[config.mk]
export PLATFORM = sky130hd
export DESIGN_NAME = wb_arbiter
export DESIGN_NICKNAME = d
export VERILOG_FILES = /design/src/rtl/wb_arbiter.sv
export SDC_FILE = /design/constraint.sdc
export NUM_CORES = 1
export LEC_CHECK = 0
export ABC_AREA = 1
export BUFFER_PORTS_ARGS = -buffer_cell sky130_fd_sc_hd__buf_2
export CAP_MARGIN = 20
export CORE_MARGIN = 8
export CORE_UTILIZATION = 45
export CTS_CLUSTER_SIZE = 16
export DETAILED_ROUTE_END_ITERATION = 12
export HOLD_SLACK_MARGIN = 0.03
export PLACE_DENSITY = 0.85
export SYNTH_ARGS = -nofsm -noshare
export SYNTH_HDL_FRONTEND = slang
export SYNTH_SLANG_ARGS = --single-unit
[constraint.sdc]
create_clock -name clk -period 3.1 [get_ports clk]
set_clock_uncertainty 0.15 [all_clocks]
set_input_delay 0.31 -clock clk [delete_from_list [all_inputs] [get_ports clk]]
set_output_delay 0.31 -clock clk [all_outputs]
set_load 0.03 [all_outputs]
[src/rtl/wb_arbiter.sv]
// Write-back arbiter: three completion sources share two registered write-back ports.
// WB_WAW_GUARD_EN: define to let only one of two same-destination requests through per cycle.
module wb_arbiter (
  input  logic        clk,
  input  logic        rst_n,
  input  logic        c0_valid,
  input  logic [4:0]  c0_dest,
  input  logic [31:0] c0_data,
  output logic        c0_ready,
  input  logic        c1_valid,
  input  logic [4:0]  c1_dest,
  input  logic [31:0] c1_data,
  output logic        c1_ready,
  input  logic        c2_valid,
  input  logic [4:0]  c2_dest,
  input  logic [31:0] c2_data,
  output logic        c2_ready,
  output logic        wb_valid1,
  output logic [4:0]  wb_dest1,
  output logic [31:0] wb_data1,
  output logic        wb_valid2,
  output logic [4:0]  wb_dest2,
  output logic [31:0] wb_data2
);

  localparam int DATA_W = 32;
  localparam int DEST_W = 5;

  logic [1:0]        rr_ptr;
  logic [1:0]        ptr_eff;
  logic [2:0]        valid_v;
  logic [2:0]        ready_v;
  logic [DEST_W-1:0] dest_v [3];
  logic [DATA_W-1:0] data_v [3];

  logic       gnt1;
  logic       gnt2;
  logic [1:0] sel1;
  logic [1:0] sel2;
  logic       deny_any;
  logic [1:0] deny_idx;
  logic [1:0] src;
  logic       waw_hit;

  function automatic logic [1:0] wrap_add(input logic [1:0] base, input logic [1:0] off);
    logic [2:0] s;
    s = {1'b0, base} + {1'b0, off};
    if (s >= 3'd3) s = s - 3'd3;
    return s[1:0];
  endfunction

  assign valid_v   = {c2_valid, c1_valid, c0_valid};
  assign dest_v[0] = c0_dest;
  assign dest_v[1] = c1_dest;
  assign dest_v[2] = c2_dest;
  assign data_v[0] = c0_data;
  assign data_v[1] = c1_data;
  assign data_v[2] = c2_data;

  // An out-of-range pointer is folded back to source 0.
  assign ptr_eff = (rr_ptr == 2'd3) ? 2'd0 : rr_ptr;

  // Grant decision: walks sources in rotating priority; data never enters this path.
  always_comb begin
    ready_v  = '0;
    gnt1     = 1'b0;
    gnt2     = 1'b0;
    sel1     = 2'd0;
    sel2     = 2'd0;
    deny_any = 1'b0;
    deny_idx = 2'd0;
    src      = 2'd0;
    waw_hit  = 1'b0;
    for (int i = 0; i < 3; i++) begin
      src = wrap_add(ptr_eff, 2'(i));
`ifdef WB_WAW_GUARD_EN
      waw_hit = gnt1 && (dest_v[src] == dest_v[sel1]);
`else
      waw_hit = 1'b0;
`endif
      if (valid_v[src]) begin
        if (dest_v[src] == '0) begin
          ready_v[src] = 1'b1;
        end else if (!gnt1) begin
          gnt1         = 1'b1;
          sel1         = src;
          ready_v[src] = 1'b1;
        end else if (!gnt2 && !waw_hit) begin
          gnt2         = 1'b1;
          sel2         = src;
          ready_v[src] = 1'b1;
        end else if (!deny_any) begin
          deny_any = 1'b1;
          deny_idx = src;
        end
      end
    end
  end

  // Grants are withheld while reset is asserted.
  assign c0_ready = ready_v[0] & rst_n;
  assign c1_ready = ready_v[1] & rst_n;
  assign c2_ready = ready_v[2] & rst_n;

  // Stage boundary: grants become registered write-back one cycle later.
  always_ff @(posedge clk or negedge rst_n) begin
    if (!rst_n) begin
      rr_ptr    <= 2'd0;
      wb_valid1 <= 1'b0;
      wb_valid2 <= 1'b0;
      wb_dest1  <= '0;
      wb_dest2  <= '0;
      wb_data1  <= '0;
      wb_data2  <= '0;
    end else begin
      wb_valid1 <= gnt1;
      wb_valid2 <= gnt2;
      if (gnt1) begin
        wb_dest1 <= dest_v[sel1];
        wb_data1 <= data_v[sel1];
      end
      if (gnt2) begin
        wb_dest2 <= dest_v[sel2];
        wb_data2 <= data_v[sel2];
      end
      rr_ptr <= deny_any ? deny_idx : ptr_eff;
    end
  end

endmodule

==> results of run 1 <==
cells in the mapped netlist (all sizes together), types with 2 or more instances:
| cell type | count |
|---|---|
| a21oi | 9 |
| o21ai | 4 |
| a31oi | 2 |
| ha | 4 |
| buf | 57 |
| nand3b | 36 |
| nor2 | 17 |
| dfrtp | 78 |
| clkbuf | 6 |
| inv | 59 |
| nand2 | 480 |
| nand3 | 163 |
| nand4 | 5 |
kinds of logic after synthesis:
group / Yosys count
AND/OR/NAND/NOR: 703
adder cells (fa/ha/maj): 4
AO/OA/AOI/OAI: 16
buffers and inverters: 122
flip-flops: 78
final cells by class:
cell class	instances	area (um2)	area share [%]
Clock buffer	13	260.3	3.628
Clock inverter	3	42.54	0.5931
Inverter	59	231.5	3.227
Multi-Input combinational cell	723	3273	45.63
Sequential cell	78	1952	27.21
Tap cell	172	215.2	3.000
Timing Repair Buffer	218	1199	16.71
routing by layer:
layer | up-vias | track usage [%] | routed length [um]
li1 | 3242 | - | -
met1 | 3103 | 31.69 | 8490
met2 | 427 | 41.33 | 9962
met3 | 39 | 5.177 | 2447
met4 | 0 | 10.04 | 455
met5 | - | 0 | 0
final timing paths:
path,startpoint,to,cells after the start
min in group asynchronous,rst_n,wb_data1[29],2
setup reg to reg,rr_ptr[1],wb_dest1[3],14
max in group asynchronous,rst_n,wb_data2[16],3
hold reg to reg,wb_data2[18],wb_data2[18],2
setup / recovery,rr_ptr[0],c1_ready,14
hold / removal,c2_data[21],wb_data2[21],5
registers in the layout, summed over array words and instances, names as in the netlist:
name,cells
wb_data1,32
wb_data2,32
wb_valid1,1
wb_dest1,5
wb_valid2,1
wb_dest2,5
rr_ptr,2
power by group:
group	internal (uW)	switching [uW]
logic	1620	4080
clock network	667	422
registers	1560	295
critical path: stages, from the launching register on:
cell and delay (ps):
dfrtp_1 380, inv_1 100, ha_4 330, inv_6 60, or2_0 200, nand3_1 90, nand2_2 110, inv_1 70
nor2_1 50, nand2_2 120, nor2_2 70, nor2_2 130, nand2_1 90, a31oi_2 180, buf_4 200
through the flow:
step	worst slack (ps)	cell area, um2
detailed placement	83.76	6770
CTS	21.47	7096
floorplan	486.8	5794
finish	145.9	7173
global route	-30.18	7173
global placement	57.97	6770
repair_timing:
item / 4_1_cts / 5_1_grt
setup endpoints to repair: 3 / 74
gates cloned: 0 / 0
setup buffers: 0 / 4
pin swaps: 0 / 1
hold buffers: 1 / 0
resized for setup: 2 / 19
endpoints found under the hold margin: 39 / 0
==> metrics.md, run 1 <==
| Metric | Value |
|---|---|
| First-pass GRT wire length | `33.49 mm` |
| Synth Area in Compound Gates | `under 10%` |
| Hold WS | `roughly 150 ps` |
| # fillers | `1274` |
| Seq/Total Area, Yosys | `about a third` |
| Hpwl dp | `~14 mm` |
| Critical Path RT | `2640 ps` |
| CTS root buf | `clkbuf_16` |
| Final setup fails | `0` |
| GR Util All Layers | `about a quarter` |
| Largest family of logic cells by synthesized area | `simple AND/OR/NAND/NOR gates` |
| Worst EP arrival | `2490 ps` |
| Layout area overhead | `23.80%` |
| Post-synth ARST share | `100.0%` |
| Distinct cells, synth | `29` |
| Die Y | `129.5 um` |
| Synth Area per Inst | `6.278 um2` |
| Slew Viols, Final | `0` |
| Total routed wirelength | `around 21 mm` |
| Clock Path Buffers | `2` |
| Synth top area cells | `dfrtp_1, nand2_1, nand3_1` |
| Final Hold Vio Count | `0` |
| Synth top area share | `about a third` |
| Nets | `roughly 1200` |
| #FFs+latches synth | `approximately 80` |
| GPL Wtd Cong | `0.8804` |
| Power per cell area | `between 1000 and 1500 mW/mm2` |
| XOR/XNOR Fraction of Synth Area | `0%` |
| Most common cell after layout, fill and taps aside | `nand2_1` |
| Via density | `between 5 and 6` |
| Adder-cell share of the synthesized area | `less than 1%` |
| Die Wd | `~130 um` |
| Full die area | `~0.017 mm2` |
| Initial DRC Count | `668` |
| Total of max-cap violations | `0` |
| EDFF count, synth | `0` |
| Latest clock arrival within the worst-skew pair | `340 ps` |
| Flop-to-flop setup slack | `between 200 and 250 ps` |
| Synthesized cell area | `between 0.005 and 0.006 mm2` |
| Pre-antenna DRT Iters | `7` |
| Ports | `slightly below 200` |
| Final period util | `a little over nine tenths` |
| Post-layout util | `a little under three fifths` |
| Drt drc | `0` |
| TritonCTS Sinks | `78` |
| Final cell count without fillers | `around 1300` |
| CTS tree | `built` |
| CP Class | `flop to output pin` |
| Initial Util | `between 40% and 50%` |
| Main synth FF type | `dfrtp_1` |
| Share of post-route cells with drive strength above 1 | `24.13%` |
| Commonest non-fill, non-tap cells in the layout | `nand2_1, buf_2, nand3_1, dfrtp_1, inv_1` |
| Global route total overflow | `0` |
| Crit start category | `flop` |
| ANT nets after route | `0` |
| Outcome | `completed` |
| Mux cell area share after synthesis | `0%` |
| Wire per inst | `about 17 um` |
| Slew @ Worst Pin | `roughly 750 ps` |
| CP max FO | `10` |
| Setup TNS | `0 ps` |
| Port bufs | `a little under 200` |
| Hold crit path type | `input port to flop` |
| N_diodes | `0` |
| Largest net degree at the start of global routing | `75` |
| Synthesized Nets | `approximately 1000` |
| Peak VDD IR | `approximately 560 uV` |
| Rel. slew slack | `around 50%` |
| Simple-Gate Fraction of Synth Area | `between 50% and 60%` |
| H-tree depth | `3` |
| Cell count after placement | `1245` |
| LEAKAGE | `approximately 0.0042 uW` |
| Syn Inst Count | `923` |
| Max frequency | `between 300 and 400 MHz` |
| Core ar. | `about 0.013 mm2` |
| Leading area contributor after synthesis | `dfrtp_1` |
| Synth Warn # | `0` |
| Vias in the first global route | `between 6000 and 7000` |
| CTS Buf Count | `9` |
| Final worst path period need | `2954 ps` |
| Critical Path End Type | `output pin` |
| Via count | `approximately 6800` |
| Initial antenna violation count | `0` |
| Tot Pwr | `about 8600 uW` |
| Worst-path clk slew | `~60 ps` |
| Rows | `between 40 and 50` |
No activity file was read; power rests on OpenSTA's default activity.
==> inputs of run 2 (changes only) <==
clock period = 2.8 ns   (was 3.1 ns; I/O delays follow)
==> run 2 against run 1 <==
Clock-buffer cell count fell by 3; wire length rose by 1.8%; hold slack got worse by 38 ps; sequential power rose by 11%; global-route usage rose by 0.46 points; flip-flop and latch count did not move; non-clock buffer count rose by 25; sequential share of layout area fell by 0.97 points; total power rose by 14%; via count rose by 2.1%; clock power barely moved; largest power group unchanged.
==> metrics.md, run 2 (synthesis gave the netlist of run 1 again) <==
| Metric | Value |
|---|---|
| Crit-path slowest cell | `dfrtp_1 (unchanged)` |
| Pre-antenna DRT Iters | `5 (was 7)` |
| TritonCTS Sinks | `78 (unchanged)` |
| Final WS setup | `36.01 ps (was 145.9 ps)` |
| GR Util All Layers | `25.62% (was 25.16%)` |
| CP max FO | `4 (was 10)` |
| Clock Path Buffers | `2 (unchanged)` |
| Critical Path RT | `2370 ps (was 2640 ps)` |
| N_diodes | `0 (unchanged)` |
| Latest clock arrival within the worst-skew pair | `340 ps (about the same)` |
| Cell family with most CP delay | `simple AND/OR/NAND/NOR gates (unchanged)` |
| Commonest non-fill, non-tap cells in the layout | `nand2_1, buf_2, nand3_1, dfrtp_1, inv_1 (unchanged)` |
| Slew Viols, Final | `0 (unchanged)` |
| Hold path startpoint | `c2_data[0] (was c2_data[21])` |
| Core ar. | `0.01262 mm2 (unchanged)` |
| Hold Crit Depth | `5 (unchanged)` |
| Critical Path End Type | `output pin (unchanged)` |
| Final cell count without fillers | `1291 (was 1266)` |
| Slew @ Worst Pin | `743.9 ps (was 752.2 ps)` |
| ANT nets after route | `0 (unchanged)` |
| Total of max-cap violations | `0 (unchanged)` |
| Initial antenna violation count | `0 (unchanged)` |
| Final worst path period need | `between 2000 and 3000 ps` |
| CTS Buf Count | `9 (unchanged)` |
| Top layer in use | `met4 (unchanged)` |
| Rel. slew slack | `50.41% (was 49.78%)` |
| Total routed wirelength | `21.73 mm (was 21.36 mm)` |
| Worst-path clk slew | `70 ps (was 60 ps)` |
| Hold crit path type | `input port to flop (unchanged)` |
| Worst EP arrival | `2330 ps (was 2490 ps)` |
| Final period util | `a little over nine tenths` |
| Reg-to-reg critical path startpoint | `rr_ptr[0] (was rr_ptr[1])` |
| Buf/Inv on CP | `4 (unchanged)` |
| Global route total overflow | `0 (unchanged)` |
| Initial DRC Count | `866 (was 668)` |
| Final Hold Vio Count | `0 (unchanged)` |
| Cell count after placement | `1265 (was 1245)` |
| H-tree depth | `3 (unchanged)` |
| CTS root buf | `clkbuf_16 (unchanged)` |
| Top Registers | `wb_data1 (32), wb_data2 (32) (unchanged)` |
| CTS tree | `built (unchanged)` |
| Die Wd | `129.5 um (unchanged)` |
| CP Class | `flop to output pin (unchanged)` |
| Final setup fails | `0 (unchanged)` |
| Outcome | `completed (unchanged)` |
| Met3 routed WL | `2.600 mm (was 2.447 mm)` |
| Critical Path Max Stage Delay | `390 ps (was 380 ps)` |
| Metal-1 WL | `8.690 mm (was 8.490 mm)` |
| Ports | `195 (unchanged)` |
| Flop-to-flop setup slack | `150 ps (was 210 ps)` |
| Critical-path cell list | `inv_2 -> ha_4 -> inv_6 -> or2_0 -> nand3_1 -> nand2_2 -> inv_2 -> nor2_2 -> nand2_2 -> nor2_4 -> nor2_4 -> nand2_1 -> a31oi_1 -> buf_4 (was inv_1 -> ha_4 -> inv_6 -> or2_0 -> nand3_1 -> nand2_2 -> inv_1 -> nor2_1 -> nand2_2 -> nor2_2 -> nor2_2 -> nand2_1 -> a31oi_2 -> buf_4)` |
| CP startpoint | `rr_ptr[0] (unchanged)` |
| GPL Wtd Cong | `0.9348 (was 0.8804)` |
| Port bufs | `194 (unchanged)` |
| Hpwl dp | `15.14 mm (was 14.18 mm)` |
| Power per cell area | `1329 mW/mm2 (was 1205 mW/mm2)` |
| Dpl ws | `112.6 ps (was 83.76 ps)` |
| Die Y | `129.5 um (unchanged)` |
| Largest net degree at the start of global routing | `55 (was 75)` |
| Vias in the first global route | `6591 (was 6649)` |
| Layout area overhead | `28.40% (was 23.80%)` |
| Via count | `6951 (was 6811)` |
| Full die area | `0.01676 mm2 (unchanged)` |
| Via density | `5.384 (was 5.380)` |
| Wire length on met2 | `10.09 mm (was 9.962 mm)` |
| Max frequency | `~360 MHz` |
| LEAKAGE | `0.004384 uW (was 0.004231 uW)` |
| Peak VDD IR | `520.9 uV (was 556.7 uV)` |
| Most common cell after layout, fill and taps aside | `nand2_1 (unchanged)` |
| Worst r2r path cells | `14 (unchanged)` |
| Crit start category | `flop (unchanged)` |
| Wire per inst | `16.83 um (was 16.87 um)` |
| Rows | `41 (unchanged)` |
| WP depth | `14 (unchanged)` |
| Drt drc | `0 (unchanged)` |
| Initial Util | `45.92% (unchanged)` |
| Tot Pwr | `9887 uW (was 8644 uW)` |
| First-pass GRT wire length | `33.93 mm (was 33.49 mm)` |
| Nets | `1234 (was 1209)` |
| Share of post-route cells with drive strength above 1 | `26.27% (was 24.13%)` |
| RSZ-0062 raised after global routing | `yes` |
[run 2: cell count changes in the layout (fill, tap and decap cells not counted), moves of 2 or more]
cell,previous run,this run
buf_4,23,38
buf_12,2,8
buf_6,1,6
clkinv_2,1,4
inv_2,4,7
a31oi_1,0,2
a31oi_2,2,0
clkbuf_1,2,0
clkbuf_8,3,1
inv_1,52,50
nor2_4,3,5
[run 2: final timing paths]
kind                                     end
worst min register to register  wb_data2[11]
worst max register to register  wb_data1[31]
max in group asynchronous       wb_data1[12]
worst min-delay path             wb_data2[0]
min in group asynchronous          wb_valid1
worst max-delay path                c1_ready
[run 2: through the flow]
step	util, %	TNS [ps]	hold slack (ps)	area (um2)
2_1_floorplan	-	0	-165.6	5794
3_3_place_gp	55.43	0	68.92	6995
3_5_place_dp	55.43	0	71.18	6995
4_1_cts	58.04	0	106.2	7325
5_1_grt	58.95	-159.1	135.1	7440
6_report	58.95	0	114.9	7440
[run 2: metal layers]
layer,vias to the layer above,GRT usage [%]
met3,35,6.532
met2,421,42.00
li1,3285,-
met4,0,9.426
met5,-,0
met1,3210,31.85
[run 2: final cells by class]
cell class	count	area (um2)
Sequential cell	78	1952
Timing Repair Buffer	243	1474
Clock buffer	10	239.0
Tap cell	172	215.2
Multi-Input combinational cell	723	3294
Inverter	59	229.0
Clock inverter	6	36.28
Fill cell	1239	5180
[run 2: report_power, final]
part / internal [uW] / leakage, uW / switching [uW]
logic: 2140 / 0.00330 / 4580
clock network: 622 / 0.000138 / 495
registers: 1730 / 0.000947 / 322
[run 2: worst register-to-register path: stages (launching register included)]
cell      delay, ps
dfrtp_1         410
buf_4           170
ha_1            250
inv_1           100
nand3_1         180
a21oi_4         200
buf_4           160
nand2_1          90
o21ai_4          80
buf_4           340
nand3b_1        150
nand3_1         100
nand2_1          50
nand2_1          50
nand2_1          60
[run 2: what timing repair did]
action | 4_1_cts | 5_1_grt
setup buffers | 2 | 7
hold buffers | 1 | 0
pin swaps | 1 | 9
cloned | 0 | 0
gates resized for setup | 7 | 17
endpoints found under the setup margin | 3 | 64
endpoints found under the hold margin | 24 | 0
==> inputs of run 3 (changes only) <==
CORE_ASPECT_RATIO = 0.9   (was not set)
clock period = 3.49 ns   (was 2.8 ns; I/O delays follow)
==> run 3 against run 2 <==
Clock-buffer cell count grew 2; critical path depth unchanged; global-route usage decreased by 0.49 points; wire length fell by 0.95%; sequential share of layout area grew 1.3 points; combinational power fell by 26%; utilization fell by 2.9 points; die area is essentially flat; design area decreased by 4.8%; final cell count down 3.1%; total power decreased by 22%; hold slack better by 71 ps.
==> metrics.md, run 3 (synthesis gave the netlist of run 1 again) <==
| Metric | Value |
|---|---|
| Critical Path RT | `2990 ps (was 2370 ps)` |
| Pre-antenna DRT Iters | `7 (was 5)` |
| Max frequency | `309.8 MHz` |
| Slew @ Worst Pin | `1004 ps (was 743.9 ps)` |
| Cell count after placement | `1233 (was 1265)` |
| Layout area overhead | `22.20% (was 28.40%)` |
| Top Registers | `wb_data1 (32), wb_data2 (32) (unchanged)` |
| # fillers | `1252 (was 1239)` |
| Latest clock arrival within the worst-skew pair | `350 ps (was 340 ps)` |
| Total routed wirelength | `21.52 mm (was 21.73 mm)` |
| Full die area | `0.01677 mm2 (was 0.01676 mm2)` |
| Worst EP arrival | `2730 ps (was 2330 ps)` |
| Initial Util | `45.85% (was 45.92%)` |
| Via count | `6799 (was 6951)` |
| Port bufs | `194 (unchanged)` |
| Outcome | `completed (unchanged)` |
| Grt peak-use layer | `met2 (unchanged)` |
| Rel. slew slack | `33.03% (was 50.41%)` |
| Final worst path period need | `3227 ps` |
| Peak VDD IR | `642.3 uV (was 520.9 uV)` |
| Largest net degree at the start of global routing | `73 (was 55)` |
| Grt met1 use | `30.51% (was 31.85%)` |
| Setup TNS | `0 ps (unchanged)` |
| LEAKAGE | `0.004203 uW (was 0.004384 uW)` |
| First-pass GRT wire length | `33.58 mm (was 33.93 mm)` |
| Final Hold Vio Count | `0 (unchanged)` |
| Initial DRC Count | `589 (was 866)` |
| Drt drc | `0 (unchanged)` |
| Ports | `195 (unchanged)` |
| Wire per inst | `17.21 um (was 16.83 um)` |
| Final cell count without fillers | `1251 (was 1291)` |
| GPL Wtd Cong | `0.8422 (was 0.9348)` |
| Hpwl dp | `14.04 mm (was 15.14 mm)` |
| Initial antenna violation count | `1 (was 0)` |
| Rows | `39 (was 41)` |
| Global route total overflow | `0 (unchanged)` |
| Area taken by multi-input logic gates | `0.003244 mm2 (was 0.003294 mm2)` |
| Power per cell area | `1091 mW/mm2 (was 1329 mW/mm2)` |
| Via density | `5.435 (was 5.384)` |
| CTS root buf | `clkbuf_16 (unchanged)` |
| Slew Viols, Final | `0 (unchanged)` |
| Vias in the first global route | `6719 (was 6591)` |
| Worst-path clk slew | `60 ps (was 70 ps)` |
| TritonCTS Sinks | `78 (unchanged)` |
| Dpl ws | `195.0 ps (was 112.6 ps)` |
| Core ar. | `0.01264 mm2 (was 0.01262 mm2)` |
| Critical Path End Type | `output pin (unchanged)` |
| Hold crit path type | `input port to flop (unchanged)` |
| Commonest non-fill, non-tap cells in the layout | `nand2_1, buf_2, nand3_1, dfrtp_1, inv_1 (unchanged)` |
| RSZ-0062 raised after global routing | `no (was yes)` |
| Clock Path Buffers | `2 (unchanged)` |
| Final period util | `between 90 and 100%` |
| CP max FO | `10 (was 4)` |
| CTS Buf Count | `9 (unchanged)` |
| PostCTS Resize Cnt | `0 (was 7)` |
| Die Y | `123.7 um (was 129.5 um)` |
| Share of post-route cells with drive strength above 1 | `23.00% (was 26.27%)` |
| CTS tree | `built (unchanged)` |
| Sequential cell area | `0.001952 mm2 (unchanged)` |
| CP Class | `flop to output pin (unchanged)` |
| Die Wd | `135.6 um (was 129.5 um)` |
| Most common cell after layout, fill and taps aside | `nand2_1 (unchanged)` |
| Met2 usage | `40.20% (was 42.00%)` |
| Grt met3 use | `8.306% (was 6.532%)` |
| N_diodes | `0 (unchanged)` |
| Final WS setup | `262.5 ps (was 36.01 ps)` |
| Final setup fails | `0 (unchanged)` |
| Crit start category | `flop (unchanged)` |
| GR Util All Layers | `25.13% (was 25.62%)` |
| Total of max-cap violations | `0 (unchanged)` |
| H-tree depth | `3 (unchanged)` |
| ANT nets after route | `0 (unchanged)` |
| Nets | `1202 (was 1234)` |
run 3: cell count changes in the layout (fill, tap and decap cells not counted), moves of 2 or more:
cell | before | now
buf_4 | 38 | 14
buf_12 | 8 | 2
buf_6 | 6 | 0
buf_2 | 190 | 193
bufinv_16 | 0 | 3
clkbuf_1 | 0 | 3
clkinv_2 | 4 | 1
nor2_1 | 10 | 13
ha_1 | 2 | 4
ha_4 | 2 | 0
inv_1 | 50 | 52
nor2_4 | 5 | 3
run 3: layout make-up:
type	instances	share of cell area [%]
tap	164	2.898
clock buffer	12	3.340
inverter	59	3.198
timing repair buffer	210	15.83
clock inverter	4	1.343
multi-input combinational	724	45.82
sequential	78	27.57
run 3: metal layers:
metal,up-vias,wire length [um],part of all wire (%)
met5,-,8,0.037
met4,2,449,2.1
met3,53,2785,13
met2,478,9798,46
met1,3049,8482,39
li1,3217,-,-
run 3: worst paths after layout:
kind                               from      endpoint  slack, ps  depth (start not counted)
max in group asynchronous         rst_n  wb_data1[11]       1840                          3
min in group asynchronous         rst_n  wb_data1[25]        330                          2
min reg2reg                wb_data1[31]  wb_data1[31]        320                          2
max                           rr_ptr[0]      c2_ready        260                         14
max reg2reg                   rr_ptr[0]   wb_dest2[0]        330                         15
min                         c2_data[11]  wb_data2[11]        190                          5
run 3: worst max-delay path, stage by stage, from the launching register on:
cell and delay [ps]:
dfrtp_1 370, inv_1 70, ha_1 510, inv_6 80, or2_0 210, nand3_1 80
nand2_2 100, inv_1 70, nor2_1 50, nand2_2 90, nor2_1 70, nor2_1 180
nand2_1 70, a21oi_1 190, buf_2 230
run 3: power by group:
part | total (uW) | internal [uW] | switching (uW) | leakage (uW)
Combinational | 4990 | 1360 | 3630 | 0.00309
Sequential | 1650 | 1380 | 263 | 0.000947
Clock | 1090 | 699 | 391 | 0.000161
Total | 7730 | 3450 | 4280 | 0.00420
run 3: metrics by stage:
stage | cell area (um2) | total power [uW] | util (%) | hold slack [ps]
2_1_floorplan | 5794 | 5251 | - | -96.59
3_3_place_gp | 6733 | 6481 | 53.27 | 159.3
3_5_place_dp | 6733 | 6571 | 53.27 | 168.7
4_1_cts | 7074 | 7694 | 55.97 | 172.1
5_1_grt | 7081 | 8329 | 56.02 | 204.6
6_report | 7081 | 7728 | 56.02 | 186.2
run 3: timing repair:
| item | in CTS | in global routing |
|---|---|---|
| endpoints found under the hold margin | 28 | 0 |
| setup buffers | 0 | 0 |
| hold buffers | 1 | 0 |
| setup endpoints to repair | 0 | 34 |
